## config.mk

```make
export PLATFORM = sky130hd
export DESIGN_NAME = fetch_unit
export DESIGN_NICKNAME = d
export VERILOG_FILES = /design/src/rtl/fetch_pkg.sv /design/src/rtl/ifid_reg.sv /design/src/rtl/fetch_unit.sv
export SDC_FILE = /design/constraint.sdc
export NUM_CORES = 1
export LEC_CHECK = 0
export ABC_AREA = 1
export BUFFER_PORTS_ARGS = -buffer_cell sky130_fd_sc_hd__clkbuf_2
export CORE_ASPECT_RATIO = 1.1
export CORE_MARGIN = 4
export CORE_UTILIZATION = 40
export DETAILED_ROUTE_END_ITERATION = 16
export PLACE_DENSITY = 0.66
export SLEW_MARGIN = 20
export SYNTH_ARGS = -nofsm -noshare
export SYNTH_HDL_FRONTEND = slang
export SYNTH_SLANG_ARGS = --single-unit
```

## constraint.sdc

```tcl
create_clock -name clk -period 3.37 [get_ports clk]
set_clock_uncertainty 0.15 [all_clocks]
set_input_delay 0 -clock clk [delete_from_list [all_inputs] [get_ports clk]]
set_output_delay 0 -clock clk [all_outputs]
set_load 0.03 [all_outputs]
```

## src/rtl/fetch_pkg.sv

```systemverilog
// Shared types and constants for the instruction-fetch stage of the 16-bit core.
package fetch_pkg;

   typedef enum logic [1:0] {
      ST_REQ  = 2'd0,
      ST_WAIT = 2'd1,
      ST_HOLD = 2'd2,
      ST_HALT = 2'd3
   } fetch_state_e;

   localparam logic [3:0]  OP_HLT    = 4'hF;
   localparam logic [15:0] INSTR_NOP = 16'h0000;

   function automatic logic is_hlt(input logic [15:0] instr);
      return instr[15:12] == OP_HLT;
   endfunction

endpackage

```

## src/rtl/ifid_reg.sv

```systemverilog
// IF/ID pipeline register: load, hold under decode stall, bubble otherwise, flush clears valid.
module ifid_reg
   import fetch_pkg::*;
(
   input  logic        clk,
   input  logic        rst_n,
   input  logic        i_load,
   input  logic        i_flush,
   input  logic        i_stall,
   input  logic [15:0] i_instr,
   input  logic [15:0] i_pc_plus2,
   output logic        o_valid,
   output logic [15:0] o_instr,
   output logic [15:0] o_pc_plus2
);

   logic        r_valid;
   logic [15:0] r_instr;
   logic [15:0] r_pc_plus2;

   always_ff @(posedge clk or negedge rst_n) begin
      if (!rst_n) begin
         r_valid    <= 1'b0;
         r_instr    <= INSTR_NOP;
         r_pc_plus2 <= 16'h0000;
      end else begin
         // Flush has the last word on valid; data is simply left stale.
         if (i_flush)       r_valid <= 1'b0;
         else if (i_load)   r_valid <= 1'b1;
         else if (!i_stall) r_valid <= 1'b0;
         if (i_load) begin
            r_instr    <= i_instr;
            r_pc_plus2 <= i_pc_plus2;
         end
      end
   end

   assign o_valid    = r_valid;
   assign o_instr    = r_instr;
   assign o_pc_plus2 = r_pc_plus2;

endmodule

```

## src/rtl/fetch_unit.sv

```systemverilog
// Instruction-fetch FSM with wrong-path squash, one-entry skid buffer and HLT stop.
// imem handshake: a request transfers when imem_req && imem_ready; exactly one imem_rvalid follows, never in the accept cycle.
module fetch_unit
   import fetch_pkg::*;
(
   input  logic         clk,
   input  logic         rst,
   input  logic [15:0]  pc,
   input  logic [15:0]  pc_plus2,
   input  logic         flush,
   input  logic         id_stall,
   output logic         imem_req,
   output logic [15:0]  imem_addr,
   input  logic         imem_ready,
   input  logic         imem_rvalid,
   input  logic [15:0]  imem_rdata,
   output logic         pc_hold,
   output logic         ifid_valid,
   output logic [15:0]  ifid_instr,
   output logic [15:0]  ifid_pc_plus2,
   output logic         halted,
   output fetch_state_e dbg_state
);

   fetch_state_e r_state;
   logic [15:0]  r_pend_pc2;
   logic         r_squash;
   logic [15:0]  r_skid_instr;
   logic         r_halted;

   fetch_state_e w_next;
   logic         w_req;
   logic         w_accept;
   logic         w_commit;
   logic [15:0]  w_commit_instr;
   logic         w_skid_load;
   logic         w_squash_set;
   logic         w_ifid_free;
   logic         w_ifid_valid;

   assign w_ifid_free = !w_ifid_valid || !id_stall;

   always_comb begin
      w_next         = r_state;
      w_req          = 1'b0;
      w_accept       = 1'b0;
      w_commit       = 1'b0;
      w_commit_instr = r_skid_instr;
      w_skid_load    = 1'b0;
      w_squash_set   = 1'b0;
      unique case (r_state)
         ST_REQ: begin
            // A redirect in this cycle means pc is stale, so no request goes out.
            w_req = !flush;
            if (!flush && imem_ready) begin
               w_accept = 1'b1;
               w_next   = ST_WAIT;
            end
         end
         ST_WAIT: begin
            w_squash_set = flush;
            if (imem_rvalid) begin
               if (r_squash || flush) begin
                  w_next = ST_REQ;
               end else if (w_ifid_free) begin
                  w_commit       = 1'b1;
                  w_commit_instr = imem_rdata;
                  w_next         = is_hlt(imem_rdata) ? ST_HALT : ST_REQ;
               end else begin
                  w_skid_load = 1'b1;
                  w_next      = ST_HOLD;
               end
            end
         end
         ST_HOLD: begin
            if (flush) begin
               w_next = ST_REQ;
            end else if (!id_stall) begin
               w_commit = 1'b1;
               w_next   = is_hlt(r_skid_instr) ? ST_HALT : ST_REQ;
            end
         end
         ST_HALT: begin
            if (flush) w_next = ST_REQ;
         end
         default: w_next = ST_REQ;
      endcase
   end

   always_ff @(posedge clk or negedge rst) begin
      if (!rst) begin
         r_state      <= ST_REQ;
         r_pend_pc2   <= 16'h0000;
         r_squash     <= 1'b0;
         r_skid_instr <= INSTR_NOP;
         r_halted     <= 1'b0;
      end else begin
         r_state  <= w_next;
         r_halted <= (w_next == ST_HALT);
         if (w_accept) begin
            r_pend_pc2 <= pc_plus2;
            r_squash   <= 1'b0;
         end else if (w_squash_set) begin
            r_squash <= 1'b1;
         end
         if (w_skid_load) r_skid_instr <= imem_rdata;
      end
   end

   ifid_reg u_ifid (
      .clk        (clk),
      .rst_n      (rst),
      .i_load     (w_commit),
      .i_flush    (flush),
      .i_stall    (id_stall),
      .i_instr    (w_commit_instr),
      .i_pc_plus2 (r_pend_pc2),
      .o_valid    (w_ifid_valid),
      .o_instr    (ifid_instr),
      .o_pc_plus2 (ifid_pc_plus2)
   );

   // PC moves only on a commit into IF/ID or on a redirect.
   assign pc_hold    = !(w_commit || flush);
   assign imem_req   = w_req;
   assign imem_addr  = pc;
   assign ifid_valid = w_ifid_valid;
   assign halted     = r_halted;
   assign dbg_state  = r_state;

endmodule
```

---- Word-level counts from Yosys, hierarchy flattened ----
Cells that the tools add are included.
word-level totals
  input port bits ......................... 54
  word-level logic and storage cells ...... 58
  output and inout bits ................... 54
  register bits after elaboration ......... 69
operators by class
  equal/unequal tests ..................... 7
  reductions and logical operators ........ 10
  multiplexer cells ....................... 33
operator list
  cell                  count
  $mux W16              4
  $mux W1               18
  $mux W2               9
  $eq A4 B4 Y1 const B  2
  $pmux W2 S4           1
  $eq A2 B2 Y1 const B  3
  $logic_not A1 Y1      4
  $logic_or A1 B1 Y1    3
  $ne A3 B2 Y1 const B  1
  $eq A2 B1 Y1 const B  1
  $logic_not A2 Y1      1
  $pmux W1 S2           1
  $reduce_bool A2 Y1    1
  $logic_and A1 B1 Y1   1

---- Logic depth before layout (Yosys ltp) ----
  depth after elaboration ................. 8
  mapped depth ............................ 11
  depth with buffers taken out ............ 10

---- By module ----
Synthesis repeated with hierarchy kept, for this count alone.
second synthesis, totals
  cells, all modules ...................... 368
  area, all modules ....................... 3409.5 sq um
by module, submodules not included
  module      area each (sq um)  seq. area each (sq um)  cells an instance  times used
  fetch_unit  2075.7             900.9                   229                1
  ifid_reg    1333.8             825.8                   139                1

---- Least setup slack after synthesis ----
No wires, ideal clock.
  path kind ............................... reg2reg
  from .................................... register r_state[0], in the netlist dbg_state[0]
  to ...................................... register r_pend_pc2[10]
  cell stages (with the launch flop) ...... 8
  library setup time ...................... 0.125 ns
  buffers on the path ..................... 1
  data arrival time ....................... 2.077 ns
  slack ................................... 1.018 ns
  path through ............................ dfrtp_1 -> inv_1 -> ha_1 -> inv_1 -> nor2_1 -> nand2_2 -> clkbuf_8 -> mux2_2
on the way
  longest elaborated chain between the ends .. 2
ends and longest elaborated chain
  item                    RTL line           RTL
  start, declared         fetch_unit.sv:25   fetch_state_e r_state;
  start signal, assigned  fetch_unit.sv:98   r_state <= w_next;
  $logic_not A2 Y1        fetch_unit.sv:51   unique case (r_state)
  $mux W1                 fetch_unit.sv:51
  end signal, assigned    fetch_unit.sv:101  r_pend_pc2 <= pc_plus2;
  end, declared           fetch_unit.sv:26   logic [15:0] r_pend_pc2;
Every way passes these cells.
A chain may end at the register's enable or synchronous reset.

---- Final worst setup path ----
  from .................................... register r_state[1], in the netlist dbg_state[1]
  to ...................................... output pc_hold
on the way
  longest elaborated chain between the ends .. 4
  elaborated cells on any way between the ends .. 5
  classes of those cells .................. 2 x eq/ne; 1 x mux; 2 x reduce/logical
ends and longest elaborated chain
  item                                                 RTL line           RTL
  $eq A2 B2 Y1 / $eq A2 B1 Y1 (equally long branches)  fetch_unit.sv:51
  $pmux W1 S2 (*)                                      fetch_unit.sv:51
  $logic_or A1 B1 Y1 (*)                               fetch_unit.sv:124  assign pc_hold = !(w_commit || flush);
  $logic_not A1 Y1 (*)                                 fetch_unit.sv:124
  end, declared                                        fetch_unit.sv:17   output logic pc_hold,
Mark *: on every way between the ends. The rest lies on a longest branch, timed or not.

==> flow_metrics.env <==
export IMPL_status="finished clean"
export IMPL_cts_buffers=9
export IMPL_htreeDepth=3
export IMPL_syn_area_um2=3100
export IMPL_synth_top_family_by_area="simple AND/OR/NAND/NOR gates"
export IMPL_ys_seq_elements=69
export IMPL_power_density_nw_per_um2=730
export IMPL_yosys_mux_area_fraction_pct=5.08
export IMPL_vias_per_cell=4.38
export IMPL_ys_types=19
export IMPL_worst_setup_path_end_kind="primary output"
export IMPL_initial_core_util_pct=41.3
export IMPL_max_freq_mhz=343
export IMPL_setup_viol=0
export IMPL_r2r_start="dbg_state[1]$_DFF_PN0_"
export IMPL_cts_setup_buffers=0
export IMPL_post_route_period_util_pct=86.5
export IMPL_clk_insertion_delay_late_ns=0.35
export IMPL_crit_start="dbg_state[1]$_DFF_PN0_"
export IMPL_cts_path_max_buffers=2
export IMPL_fp_row_count=33
export IMPL_grt_antenna_before_repair=0
export IMPL_path_cells="inv_1 > ha_1 > nand2_1 > nor2_2 > nand2_2 > nand2_2 > nand2_4 > inv_4 > nor2_1 > clkbuf_2"
export IMPL_dieArea_um2=9230
export IMPL_synth_simple_area_share_pct=20.4
export IMPL_min_from="imem_rvalid"
export IMPL_drtPass1Iterations=4
export IMPL_grt_busiest_layer="met2"
export IMPL_grt_pass1_vias=2554
export IMPL_syn_inst=351
export IMPL_syn_nets=410
export IMPL_die_h_um=100
export IMPL_slew_viol_final=0
export IMPL_core_um2=7510
export IMPL_cpMaxStageDelayCell="dfrtp_1"
export IMPL_crit_fanout=36
export IMPL_cp_data_required_time_ns=3.22
export IMPL_max_stage_delay_ns=0.45
export IMPL_crit_type="register to primary output"
export IMPL_antenna_left=0
export IMPL_maxCapViolCount=0
export IMPL_drt_iter0_drc=110
export IMPL_fin_crit_ns=2.92
export IMPL_grt_max_degree=70
export IMPL_crit_path_start_kind="register"
export IMPL_routed_wl_um=6850
export IMPL_max_slew_margin_pct=42.8
export IMPL_critPathArrivalTime_ns=2.77
export IMPL_ys_seq_area_share_pct=55.6
export IMPL_use_met1_pct=20.0
export IMPL_leakagePower_nw=2.25
export IMPL_use_met2_pct=26.5
export IMPL_final_hold_viol_count=0
export IMPL_layout_nets=520
export IMPL_drive_gt1_share_pct=23.8
export IMPL_place_congestion=0.852
export IMPL_synthXorXnorAreaFrac_pct=0
export IMPL_synth_compound_area_share_pct=7.02
export IMPL_grt_pass1_wl_um=11800
export IMPL_cts_root_buf="clkbuf_8"
export IMPL_dpl_hpwl_um=4260
export IMPL_mostFrequentLayoutCell="nand2_1"
export IMPL_finish_utilization_pct=55.8
export IMPL_cts_tree="built"
export IMPL_yosysWarnings=0
export IMPL_met3_usage_pct=4.12
export IMPL_vias=2500
export IMPL_vdd_drop_max_uv=413
export IMPL_synth_adder_area_share_pct=2.02
export IMPL_wire_per_inst_um=12.0
export IMPL_post_route_drc_count=0
export IMPL_ios=108
export IMPL_placement_io_buffers=75
export IMPL_crit_family="simple AND/OR/NAND/NOR gates"
export IMPL_cts_sinks=69
export IMPL_track_usage_pct=16.0
export IMPL_hold_path_class="input pin to register"
export IMPL_avgSynthCellArea_um2=8.84
export IMPL_crit_buf_inv=3
export IMPL_path_clk_slew_ns=0.07
export IMPL_grt_overflow_total=0
export IMPL_fin_setup_tns_ns=0
export IMPL_fill_cells=699
export IMPL_rsz0062_at_grt="false"
export IMPL_mostFrequentLayoutCells="nand2_1, clkbuf_2, dfrtp_1"
export IMPL_syn_to_final_growth_pct=35.2
export IMPL_antenna_cells=0
export IMPL_max_slew_worst_pin_slew_ns=0.857
export IMPL_fp_dieW_um=92.0
export IMPL_crit_top_cell="nand2_2"
-- final timing paths --
kind / end / slack, ns / depth (start not counted)
max: pc_hold / 0.45 / 10
min: dbg_state[0]$_DFF_PN0_ / 0.04 / 7
max reg2reg: u_ifid.o_valid$_DFFE_PN0P_ / 0.60 / 9
min reg2reg: u_ifid.o_pc_plus2[2]$_DFFE_PN0P_ / 0.32 / 2
max in group asynchronous: u_ifid.o_valid$_DFFE_PN0P_ / 2.34 / 2
min in group asynchronous: u_ifid.o_instr[7]$_DFFE_PN0P_ / 0.15 / 2
-- per-layer routing --
metal | routed length (µm) | part of all wire, % | vias to the layer above
li1 | - | - | 1289
met1 | 2970 | 43 | 1132
met2 | 3420 | 50 | 70
met3 | 383 | 5.6 | 9
met4 | 84 | 1.2 | 0
met5 | 0 | 0 | -
-- Yosys cell counts --
master / number / share of area (%)
nand2_2: 3 / 0.60
ha_1: 5 / 2.0
o21ai_0: 35 / 5.6
nand3_1: 4 / 0.65
nor2_1: 6 / 0.73
inv_2: 2 / 0.24
clkbuf_1: 4 / 0.48
buf_4: 19 / 4.6
nand2_1: 146 / 18
clkbuf_8: 1 / 0.44
inv_1: 27 / 3.3
or2_1: 1 / 0.20
mux2_2: 14 / 5.1
o21bai_1: 1 / 0.24
a21oi_1: 7 / 1.1
buf_2: 5 / 0.81
nand2_4: 1 / 0.36
nor2_2: 1 / 0.20
dfrtp_1: 69 / 56
-- repair_timing --
item / 4_1_cts / 5_1_grt
gates resized for setup: 0 / 2
hold buffers: 53 / 0
hold endpoints to repair: 138 / 0
setup endpoints to repair: 0 / 1
-- power breakdown --
| group | total (mW) | internal, mW | switching (mW) |
|---|---|---|---|
| registers | 1.22 | 1.08 | 0.138 |
| clock network | 0.827 | 0.515 | 0.312 |
| logic | 1.02 | 0.355 | 0.663 |
| total | 3.06 | 1.95 | 1.11 |
-- cells by family (layout without fill, tap and decap cells) --
| kind of cell | count (synthesis) | in the layout |
|---|---|---|
| AO/OA/AOI/OAI | 43 | 43 |
| buffers and inverters | 58 | 173 |
| AND/OR/NAND/NOR | 162 | 162 |
| multiplexers | 14 | 14 |
| adder cells (fa/ha/maj) | 5 | 5 |
| flip-flops | 69 | 69 |
-- final cells by class --
cell class,count,area (µm²),share of cell area (%)
multi-input combinational,224,1070,25.5
sequential,69,1730,41.1
inverter,29,111,2.65
clock buffer,11,141,3.37
timing repair buffer,128,908,21.6
clock inverter,5,106,2.53
tap,105,131,3.13
-- flip-flops by register name (all words and copies together), names as in the netlist --
register	count
u_ifid.o_pc_plus2	16
u_ifid.o_valid	1
r_skid_instr	16
u_ifid.o_instr	16
halted	1
r_pend_pc2	16
dbg_state	2
r_squash	1
-- worst min-delay path, cell delays in order --
cell	delay, ns
clkbuf_2	0.10
nand2_1	0.07
nor2_2	0.06
nand3_1	0.06
nand3_1	0.08
nand2_1	0.08
inv_1	0.04
-- metrics by stage --
stage	hold slack (ns)	cells	power [mW]	cell area [µm²]	setup WS, ns
floorplan	-0.446	351	1.94	3100	1.02
global placement	-0.150	502	2.17	3420	0.736
detailed placement	-0.150	502	2.19	3420	0.612
CTS	0.0177	571	3.10	4190	0.222
global route	0.120	571	3.27	4200	0.114
finish	0.0358	571	3.06	4200	0.453
No activity file was read; power rests on OpenSTA's default activity.
